[config.mk]
export PLATFORM = sky130hd
export DESIGN_NAME = vec_add_seq_flat
export DESIGN_NICKNAME = d
export VERILOG_FILES = /design/src/rtl/vec_add_seq_if.sv /design/src/rtl/vec_add_seq.sv /design/src/flat_wrapper.sv
export SDC_FILE = /design/constraint.sdc
export NUM_CORES = 1
export LEC_CHECK = 0
export BUFFER_PORTS_ARGS = -buffer_cell sky130_fd_sc_hd__buf_4
export CAP_MARGIN = 10
export CORE_MARGIN = 10
export CORE_UTILIZATION = 45
export CTS_CLUSTER_SIZE = 28
export DETAILED_ROUTE_END_ITERATION = 10
export GPL_ROUTABILITY_DRIVEN = 0
export PLACE_DENSITY = 0.68
export SLEW_MARGIN = 20
export SYNTH_ARGS = -nofsm -noshare
export SYNTH_HDL_FRONTEND = slang
export SYNTH_SLANG_ARGS = --single-unit
[constraint.sdc]
create_clock -name clk -period 2.8 [get_ports clk]
set_input_delay 0.42 -clock clk [delete_from_list [all_inputs] [get_ports clk]]
set_output_delay 0.42 -clock clk [all_outputs]
set_load 0.05 [all_outputs]
[src/rtl/vec_add_seq_if.sv]
// Handshake and operand/result bus for the sequential vector adder.
// Lane i of every packed vector occupies bits [i*WIDTH +: WIDTH].
interface vec_add_seq_if #(
  parameter int LANES = 4,
  parameter int WIDTH = 8
);
  logic                     start;
  logic [LANES*WIDTH-1:0]   a_vec;
  logic [LANES*WIDTH-1:0]   b_vec;
  logic                     busy;
  logic                     done;
  logic [LANES*WIDTH-1:0]   sum_vec;
  logic [LANES-1:0]         carry_vec;

  modport master (
    output start, a_vec, b_vec,
    input  busy, done, sum_vec, carry_vec
  );

  modport slave (
    input  start, a_vec, b_vec,
    output busy, done, sum_vec, carry_vec
  );
endinterface

[src/rtl/vec_add_seq.sv]
// Multi-cycle vector adder: one lane per clock through a single shared adder.
// Optional build macro VEC_ADD_SATURATE_EN clamps overflowing lanes to all ones.
//
// state | meaning
// IDLE  | waiting for start; holds last results
// RUN   | adding lane idx each cycle, last lane returns to IDLE and pulses done
module vec_add_seq #(
  parameter int LANES = 4,
  parameter int WIDTH = 8
) (
  input  logic          clk,
  input  logic          rst,
  vec_add_seq_if.slave  bus
);
  localparam int              IW   = (LANES > 1) ? $clog2(LANES) : 1;
  localparam int              VW   = LANES * WIDTH;
  localparam logic [IW-1:0]   LAST = IW'(LANES - 1);

  typedef enum logic {IDLE, RUN} state_t;

  state_t             state;
  logic [IW-1:0]      idx;
  logic [VW-1:0]      a_q;
  logic [VW-1:0]      b_q;
  logic [VW-1:0]      sum_q;
  logic [LANES-1:0]   carry_q;
  logic               busy_q;
  logic               done_q;

  logic [WIDTH-1:0]   a_lane;
  logic [WIDTH-1:0]   b_lane;
  logic [WIDTH:0]     raw;
  logic [WIDTH-1:0]   lane_sum;

  always_comb begin
    a_lane = a_q[int'(idx)*WIDTH +: WIDTH];
    b_lane = b_q[int'(idx)*WIDTH +: WIDTH];
    raw    = {1'b0, a_lane} + {1'b0, b_lane};
`ifdef VEC_ADD_SATURATE_EN
    lane_sum = raw[WIDTH] ? {WIDTH{1'b1}} : raw[WIDTH-1:0];
`else
    lane_sum = raw[WIDTH-1:0];
`endif
  end

  always_ff @(posedge clk) begin
    if (rst) begin
      state   <= IDLE;
      idx     <= '0;
      a_q     <= '0;
      b_q     <= '0;
      sum_q   <= '0;
      carry_q <= '0;
      busy_q  <= 1'b0;
      done_q  <= 1'b0;
    end else begin
      done_q <= 1'b0;
      case (state)
        IDLE: begin
          if (bus.start) begin
            a_q     <= bus.a_vec;
            b_q     <= bus.b_vec;
            sum_q   <= '0;
            carry_q <= '0;
            idx     <= '0;
            busy_q  <= 1'b1;
            state   <= RUN;
          end
        end
        RUN: begin
          sum_q[int'(idx)*WIDTH +: WIDTH] <= lane_sum;
          carry_q[idx]                    <= raw[WIDTH];
          if (idx == LAST) begin
            idx    <= '0;
            busy_q <= 1'b0;
            done_q <= 1'b1;
            state  <= IDLE;
          end else begin
            idx <= idx + 1'b1;
          end
        end
        default: state <= IDLE;
      endcase
    end
  end

  assign bus.busy      = busy_q;
  assign bus.done      = done_q;
  assign bus.sum_vec   = sum_q;
  assign bus.carry_vec = carry_q;
endmodule
[src/flat_wrapper.sv]
// flat-port wrapper written by rule: the top's interface ports become plain ports
module vec_add_seq_flat 
#(
  parameter int LANES = 4,
  parameter int WIDTH = 8
)
  (clk, rst, bus_start, bus_a_vec, bus_b_vec, bus_busy, bus_done, bus_sum_vec, bus_carry_vec);
  vec_add_seq_if #(.LANES(LANES), .WIDTH(WIDTH)) bus_i ();
  input  logic clk;
  input  logic rst;
  input wire logic [$bits(bus_i.start)-1:0] bus_start;
  input wire logic [$bits(bus_i.a_vec)-1:0] bus_a_vec;
  input wire logic [$bits(bus_i.b_vec)-1:0] bus_b_vec;
  output wire logic [$bits(bus_i.busy)-1:0] bus_busy;
  output wire logic [$bits(bus_i.done)-1:0] bus_done;
  output wire logic [$bits(bus_i.sum_vec)-1:0] bus_sum_vec;
  output wire logic [$bits(bus_i.carry_vec)-1:0] bus_carry_vec;
  assign bus_i.start = bus_start;
  assign bus_i.a_vec = bus_a_vec;
  assign bus_i.b_vec = bus_b_vec;
  assign bus_busy = bus_i.busy;
  assign bus_done = bus_i.done;
  assign bus_sum_vec = bus_i.sum_vec;
  assign bus_carry_vec = bus_i.carry_vec;
  vec_add_seq #(.LANES(LANES), .WIDTH(WIDTH)) u_core (.clk(clk), .rst(rst), .bus(bus_i));
endmodule
==> results.cfg, run 1 <==
[detailed_routing]
drc = 0
totalWireLength_microns = 11600
vias = 3777
drt_iter0_drc = 311
wl_per_cell_microns = 15.9
dr.pass1.iters = 4
viasPerCell = 5.19
drtAntennaViolNets = 0

[final_layout]
fin_area_sq_um = 5610
final_common_cell = nand2_1
area_delta_synth_final_pct = 22.0
finalNetCount = 670
multi_input_area_sq_um = 2240
diodes = 0
regArea_sq_um = 2100
final_cell_mix = 134 x nand2_1, 108 x buf_4, 104 x dfxtp_1
post_route_cells_drive_above_1_share = 0.255
final.fill_count = 916

[worst_hold_path]
hp-class = input port to flop

[global_route]
grt_max_degree = 66
antenna_found_initial = 0
overflow = 0
grt_use_met3 = 0.0419
grt_pass1_wl_microns = 18600
grt_use_met2 = 0.250
top_usage_layer = met2
grtUsageTotal = 0.155
grt_use_met1 = 0.195
grt_pass1_vias = 3748

[synthesis]
yosysUniqueCellTypes = 41
synthCells = 503
synth_area_sq_um = 4600
synth_fa_ha_area_frac = 0.0370
synthArstFlopShare = 0
synth-compound-area-share = 0.162
synth_ff_type = dfxtp_1
synth_simple_gate_area_frac = 0.192
ys_seq_area_frac = 0.457
synth_warnings = 0
ys_ff_latch = 105
synth-edff-count = 0
synth_top_family_by_area = simple AND/OR/NAND/NOR gates
synth_mux_area_frac = 0.0833
postSynthAreaPerCell_sq_um = 9.14
syn_nets = 583
synth_xor_area_frac = 0.0112

[clocking]
cts-hold-fix-buffers = 0
clock-sinks = 105
post_cts_buffers = 0
cts.reportedPaths.clkPinSlew_ps = 100
cts_tree = built
cts_buffer_depth = 2
cts_resized = 0
clock_latency_ps = 370
cts_root_buffer = clkbuf_8
cts_htree_levels = 3
cts_buffers = 9

[timing]
relSlewSlack = 0.497
final.setup_skew_ps = 12.0
fin_crit_ps = 2610
worstMarginPinSlew_ps = 753
hold_ws_ps = 289
hold_viol = 0
finalCritPeriodShare = 0.932
drv_slew = 0
fin_ws_ps = 192
rsz0062_at_grt = no
setup_tns_ps = 0
fmax_mhz = 383
setup_violations = 0

[status]
status = complete, no violations

[pwr]
pwr-share-comb = 0.144
p_total_uw = 2980
switching_share = 0.267
p_leak_uw = 0.00226
p_per_area_nw_per_um2 = 532
seq_power_share = 0.535
intPower_uw = 2190
irDropWorstVdd_mv = 0.249
p_switching_uw = 798
clkPwrFrac = 0.321

[place]
dpl_worst_slack_ps = 193
post_dp_cell_area_sq_um = 5400
dp_hpwl_microns = 8870
io_buffers = 104

[setup_path]
startpoint_type = flop
cp.arrival_ps = 2840
cp-end-kind = flop
crit_required_ps = 3030
path_max_fanout = 14
critical_path_class = flop to flop

[floorplanning]
core_sq_um = 9860
dieArea_sq_um = 14700
row_count = 36
die_w_microns = 121
start_util = 0.466
die_h_microns = 121
ios = 105

[flow_run]
drv_cap = 0
==> per-stage QoR <==
step,utilization,cells
global placement,0.548,712
detailed placement,0.548,712
finish,0.568,728
global route,0.568,728
floorplan,-,503
CTS,0.568,728
==> critical path: stages, from the launching register on <==
cell and delay (ps):
dfxtp_1 380, buf_12 170, mux4_2 540, ha_1 340, a211oi_2 270, o21bai_1 130, a21oi_2 160, xor2_1 360
o31ai_1 130
==> cells in the mapped netlist (all sizes together), types with 2 or more instances <==
master  number  area, sq um
buf         25          203
nand3b      12         90.1
xnor2        3         33.8
nand3        5         25.0
ha          12          150
mux4        16          383
nand2      136          521
o31ai        9         67.6
a21o         3         22.5
xor2         2         17.5
nor3         2         20.0
nand2b       4         25.0
o211ai       2         15.0
nor2        31          116
clkbuf      10         37.5
dfxtp      105         2100
o21ai        5         25.0
nor3b        3         22.5
inv          6         22.5
a32oi        4         35.0
a21oi       80          427
or3          3         28.8
a22oi       17          128
==> power groups by stage <==
stage               clock network (uW)  logic [uW]  registers, uW
floorplan                            0         289           1630
global placement                     0         423           1630
detailed placement                   0         433           1630
CTS                                978         433           1600
global route                      1040         473           1600
finish                             958         431           1600
==> final timing paths <==
| check | from | slack, ps | cells after the start | to |
|---|---|---|---|---|
| worst min-delay path | bus_a_vec[28] | 290 | 3 | u_core.a_q[28] |
| worst max-delay path | u_core.idx[0] | 190 | 8 | u_core.bus.sum_vec[5] |
| worst min register to register | u_core.b_q[18] | 460 | 2 | u_core.b_q[18] |
| worst max register to register | u_core.idx[0] | 190 | 8 | u_core.bus.sum_vec[5] |
==> registers in the layout (all words and copies together), names as in the netlist <==
name and flops:
u_core.state 1, u_core.idx 2, u_core.bus.done 1, u_core.a_q 32, u_core.bus.carry_vec 4, u_core.bus.busy 1
u_core.b_q 32, u_core.bus.sum_vec 32
==> routing by layer <==
metal / vias up / share of wire
li1: 1914 / -
met1: 1749 / 0.46
met2: 109 / 0.47
met3: 5 / 0.068
met4: 0 / 0.0063
met5: - / 0
==> logic make-up (layout without fill, tap and decap cells) <==
| group | Yosys count | after routing |
|---|---|---|
| AOI/OAI and AO/OA | 123 | 123 |
| DFF | 105 | 105 |
| adders and majority gates | 13 | 13 |
| and+or+nand+nor | 200 | 200 |
| buffers and inverters | 41 | 133 |
| muxes | 16 | 16 |
| xor gates and xnor gates | 5 | 5 |
==> final cells by class <==
class	instances	share of cell area
inverter	6	0.00402
clock inverter	5	0.0114
sequential	105	0.375
clock buffer	11	0.0252
multi-input combinational	357	0.399
tap	133	0.0297
timing repair buffer	111	0.155
(Power assumes the default switching activity.)
==> run 2, diff against run 1 <==
--- a/config.mk
+++ b/config.mk
@@ -7,6 +7,7 @@
 export LEC_CHECK = 0
 export BUFFER_PORTS_ARGS = -buffer_cell sky130_fd_sc_hd__buf_4
 export CAP_MARGIN = 10
+export CORE_ASPECT_RATIO = 0.6
 export CORE_MARGIN = 10
 export CORE_UTILIZATION = 45
 export CTS_CLUSTER_SIZE = 28
==> run 2 against run 1 <==
  * Fmax shrank 3.6%
  * Non-clock buffer count grew 1
  * Design area grew 1.9%
  * Sequential power is essentially flat
  * Worst hold slack gained 27 ps
  * Largest cell class unchanged
  * Critical endpoint is now u_core.bus.sum_vec[13]
  * Clock-buffer cell count shrank 1
  * Global-route usage grew 1.0 points
  * Core utilization grew 0.76 points
  * First-iteration DRC count grew 5.5%
==> results.cfg, run 2 (synthesis gave the netlist of run 1 again) <==
[place]
dp_hpwl_microns = 9420
io_buffers = 104
dp_cells = 715
post_dp_cell_area_sq_um = 5410

[clocking]
cts_buffer_depth = 2
cts_tree = built
cts_root_buffer = clkbuf_16
cts-hold-fix-buffers = 0
clock_latency_ps = 350
cts_htree_levels = 3
cts.reportedPaths.clkPinSlew_ps = 70
cts_buffers = 9
post_cts_buffers = 0
clock-sinks = 105
cts_resized = 0

[timing]
fin_crit_ps = 2710
final.setup_skew_ps = 7.88
drv_slew = 0
finalCritPeriodShare = 0.966
fmax_mhz = 370
worstMarginPinSlew_ps = 799
hold_viol = 0
relSlewSlack = 0.467
setup_tns_ps = 0
rsz0062_at_grt = no
setup_violations = 0
hold_ws_ps = 317

[pwr]
p_leak_uw = 0.00230
p_switching_uw = 875
irDropWorstVdd_mv = 0.322
pwr-share-comb = 0.138
switching_share = 0.268
seq_power_share = 0.489
intPower_uw = 2390
clkPwrFrac = 0.372
p_per_area_nw_per_um2 = 571

[global_route]
overflow = 0
grt_pass1_vias = 3824
grtUsageTotal = 0.165
antenna_found_initial = 0
grt_pass1_wl_microns = 19800
grt_max_degree = 69

[setup_path]
cp-end-kind = flop
critical_path_class = flop to flop
worstReg2RegStart = u_core.idx[0]
path_max_fanout = 15
cp.arrival_ps = 2910
startpoint_type = flop
r2r_slack_ps = 90
r2r-end = u_core.bus.sum_vec[13]
reg2regPathDepth = 8
crit_required_ps = 3000

[detailed_routing]
dr.pass1.iters = 5
drt_iter0_drc = 328
drc = 0
viasPerCell = 5.37
totalWireLength_microns = 12600
wl_per_cell_microns = 17.2
drtAntennaViolNets = 0
vias = 3927

[final_layout]
diodes = 0
final_cell_mix = 134 x nand2_1, 109 x buf_4, 105 x dfxtp_1
final_common_cell = nand2_1
fin_area_sq_um = 5710
final_cells = 731
area_delta_synth_final_pct = 24.3
multi_input_area_sq_um = 2250
finalNetCount = 671
final.fill_count = 894
regArea_sq_um = 2100
post_route_cells_drive_above_1_share = 0.260

[floorplanning]
core_sq_um = 9910
dieArea_sq_um = 14800
ios = 105
row_count = 28
start_util = 0.464
die_w_microns = 150
die_h_microns = 98.3

[worst_hold_path]
hp-class = input port to flop
hold_path_depth = 3
hold_start = bus_a_vec[19]
min_to = u_core.a_q[19]

[status]
status = complete, no violations

[flow_run]
drv_cap = 0
[run 2: metrics by stage]
stage | power (uW) | setup slack (ps) | utilization
2_1_floorplan | 1920 | 328 | -
3_3_place_gp | 2060 | 270 | 0.546
3_5_place_dp | 2070 | 148 | 0.546
4_1_cts | 3270 | 130 | 0.575
5_1_grt | 3390 | 12.6 | 0.576
6_report | 3260 | 94.6 | 0.576
[run 2: worst max path at each step]
stage / startpoint / endpoint / slack, ps / cells after the start
2_1_floorplan: u_core.idx[0] / u_core.bus.sum_vec[12] / 330 / 11
3_3_place_gp: u_core.idx[0] / u_core.bus.sum_vec[13] / 270 / 8
3_5_place_dp: u_core.idx[0] / u_core.bus.sum_vec[13] / 150 / 8
4_1_cts: u_core.idx[0] / u_core.bus.sum_vec[13] / 130 / 8
5_1_grt: u_core.idx[0] / u_core.bus.sum_vec[30] / 10 / 10
6_report: u_core.idx[0] / u_core.bus.sum_vec[13] / 90 / 8
[run 2: power groups by stage]
stage | Combinational [uW] | Clock [uW] | Sequential [uW]
floorplan | 289 | 0 | 1630
global placement | 434 | 0 | 1630
detailed placement | 446 | 0 | 1630
CTS | 447 | 1230 | 1590
global route | 492 | 1290 | 1600
finish | 451 | 1210 | 1600
[run 2: final cells by class]
| class | count | area share |
|---|---|---|
| clock buffer | 10 | 0.0418 |
| clock inverter | 6 | 0.00876 |
| inverter | 6 | 0.00394 |
| timing repair buffer | 112 | 0.154 |
| sequential | 105 | 0.368 |
| multi-input combinational | 357 | 0.394 |
| tap | 135 | 0.0296 |
[run 2: layer usage]
metal / part of all wire / GRT usage / up-vias
met4: 0.0082 / 0.0342 / 0
met3: 0.11 / 0.0673 / 13
li1: - / - / 1915
met5: 0 / 0 / -
met1: 0.48 / 0.238 / 1826
met2: 0.41 / 0.223 / 173
[run 2: critical path, cell delays in order (launching register included)]
cell and delay [ps]:
dfxtp_1 380, buf_12 180, mux4_2 560, ha_1 340, a211oi_2 280, o21bai_1 120
a21oi_2 150, xor2_1 390, o31ai_1 140
==> run 3, diff against run 2 <==
--- a/config.mk
+++ b/config.mk
@@ -5,6 +5,7 @@
 export SDC_FILE = /design/constraint.sdc
 export NUM_CORES = 1
 export LEC_CHECK = 0
+export ABC_CLOCK_PERIOD_IN_PS = 2800
 export BUFFER_PORTS_ARGS = -buffer_cell sky130_fd_sc_hd__buf_4
 export CAP_MARGIN = 10
 export CORE_ASPECT_RATIO = 0.6
@@ -13,7 +14,7 @@
 export CTS_CLUSTER_SIZE = 28
 export DETAILED_ROUTE_END_ITERATION = 10
 export GPL_ROUTABILITY_DRIVEN = 0
-export PLACE_DENSITY = 0.68
+export PLACE_DENSITY = 0.7
 export SLEW_MARGIN = 20
 export SYNTH_ARGS = -nofsm -noshare
 export SYNTH_HDL_FRONTEND = slang
==> run 3 against run 2 <==
  * Core utilization increased by 0.063 points
  * Flip-flop and latch count unchanged
  * Total power grew 1.6%
  * Wire length grew 0.93%
  * Combinational power down 0.9%
  * Non-clock buffer count did not move
  * Sequential power about the same
  * Worst setup slack gained 44 ps
  * Clock skew is 2.0 ps lower
  * Cell count unchanged
  * Via count is 0.97% lower
  * Critical path depth is 2 higher
  * Largest cell class unchanged
==> results.cfg, run 3 (synthesis gave the netlist of run 1 again) <==
[setup_path]
startpoint_type = flop
cp.arrival_ps = 2870
endpoint = u_core.bus.sum_vec[14]
r2r_slack_ps = 140
crit_required_ps = 3010
reg2regPathDepth = 10
critPathLaunch = u_core.idx[0]
path_max_fanout = 18
cp-end-kind = flop
worstReg2RegStart = u_core.idx[0]
critical_path_class = flop to flop
r2r-end = u_core.bus.sum_vec[14]

[clocking]
clock_latency_ps = 350
cts_resized = 0
cts_root_buffer = clkbuf_16
clock-sinks = 105
post_cts_buffers = 0
cts.reportedPaths.clkPinSlew_ps = 70
cts_tree = built
cts_buffers = 9
cts-hold-fix-buffers = 0
cts_htree_levels = 3
cts_buffer_depth = 2

[global_route]
overflow = 0
grtUsageTotal = 0.172
grt_pass1_wl_microns = 20400
grt_max_degree = 78
grt_pass1_vias = 3834
antenna_found_initial = 0

[timing]
final.setup_skew_ps = 5.91
fin_ws_ps = 139
finalCritPeriodShare = 0.950
fin_crit_ps = 2660
relSlewSlack = 0.490
fmax_mhz = 376
setup_tns_ps = 0
worstMarginPinSlew_ps = 764
rsz0062_at_grt = no
hold_viol = 0
drv_slew = 0
setup_violations = 0

[detailed_routing]
vias = 3889
dr.pass1.iters = 4
drt_iter0_drc = 346
totalWireLength_microns = 12700
wl_per_cell_microns = 17.4
viasPerCell = 5.32
drtAntennaViolNets = 0
drc = 0

[final_layout]
finalNetCount = 671
area_delta_synth_final_pct = 24.4
final_common_cell = nand2_1
final.fill_count = 893
fin_area_sq_um = 5720
post_route_cells_drive_above_1_share = 0.260
fin_util = 0.577
diodes = 0
final_cell_mix = 134 x nand2_1, 110 x buf_4, 105 x dfxtp_1

[pwr]
p_per_area_nw_per_um2 = 579
p_total_uw = 3310
p_leak_uw = 0.00231
irDropWorstVdd_mv = 0.336

[place]
io_buffers = 104
post_dp_cell_area_sq_um = 5400
dpl_worst_slack_ps = 120
dp_hpwl_microns = 9500

[worst_hold_path]
hp-class = input port to flop

[floorplanning]
dieArea_sq_um = 14800
core_sq_um = 9910
row_count = 28
die_h_microns = 98.3
ios = 105
die_w_microns = 150
start_util = 0.464

[flow_run]
drv_cap = 0

[status]
status = complete, no violations
[run 3: cell types whose count changed in the layout (fill, tap and decap cells not counted), sizes merged]
cell      previous run  this run
inv                  9         6
clkinvlp             2         0
bufinv               0         1
clkbuf              10        12
clkinv               1         3
[run 3: report_power, final]
part,total [uW],internal (uW),switching [uW]
clock network,1270,720,547
logic,447,192,256
registers,1600,1550,43.6
[run 3: cell type report]
class	count	area (sq um)	share of cell area
well taps	135	169	0.0295
repair buffers	112	866	0.151
clock buffers	12	246	0.0431
multi-input cells	357	2260	0.395
inverters	6	22.5	0.00394
clock inverters	4	52.6	0.00919
flip-flops and latches	105	2100	0.368
[run 3: worst max-delay path: stages, from the launching register on]
cell      delay (ps)
dfxtp_1          370
buf_12           190
mux4_1           560
ha_1             250
inv_1             90
fa_1             220
nand2b_1         160
a21o_1           200
nand2_2           80
xnor2_2          270
o31ai_1          120
[run 3: stage by stage]
| step | cells | hold slack, ps |
|---|---|---|
| floorplan | 503 | 432 |
| global placement | 715 | 440 |
| detailed placement | 715 | 447 |
| CTS | 731 | 303 |
| global route | 731 | 308 |
| finish | 731 | 312 |
[run 3: how the worst min path moves through the flow]
stage,start,to,slack (ps),cells past startpoint
finish,bus_b_vec[3],u_core.b_q[3],310,3
global route,bus_a_vec[21],u_core.a_q[21],310,3
CTS,bus_b_vec[3],u_core.b_q[3],300,3
detailed placement,u_core.b_q[28],u_core.b_q[28],450,2
global placement,u_core.b_q[9],u_core.b_q[9],440,2
floorplan,u_core.a_q[10],u_core.a_q[10],430,2
[run 3: layer usage]
metal	up-vias	part of all wire	track usage	wire length (microns)
li1	1918	-	-	-
met1	1802	0.49	0.248	6290
met2	158	0.39	0.228	5000
met3	11	0.10	0.0742	1320
met4	0	0.0088	0.0432	112
met5	-	0	0	0
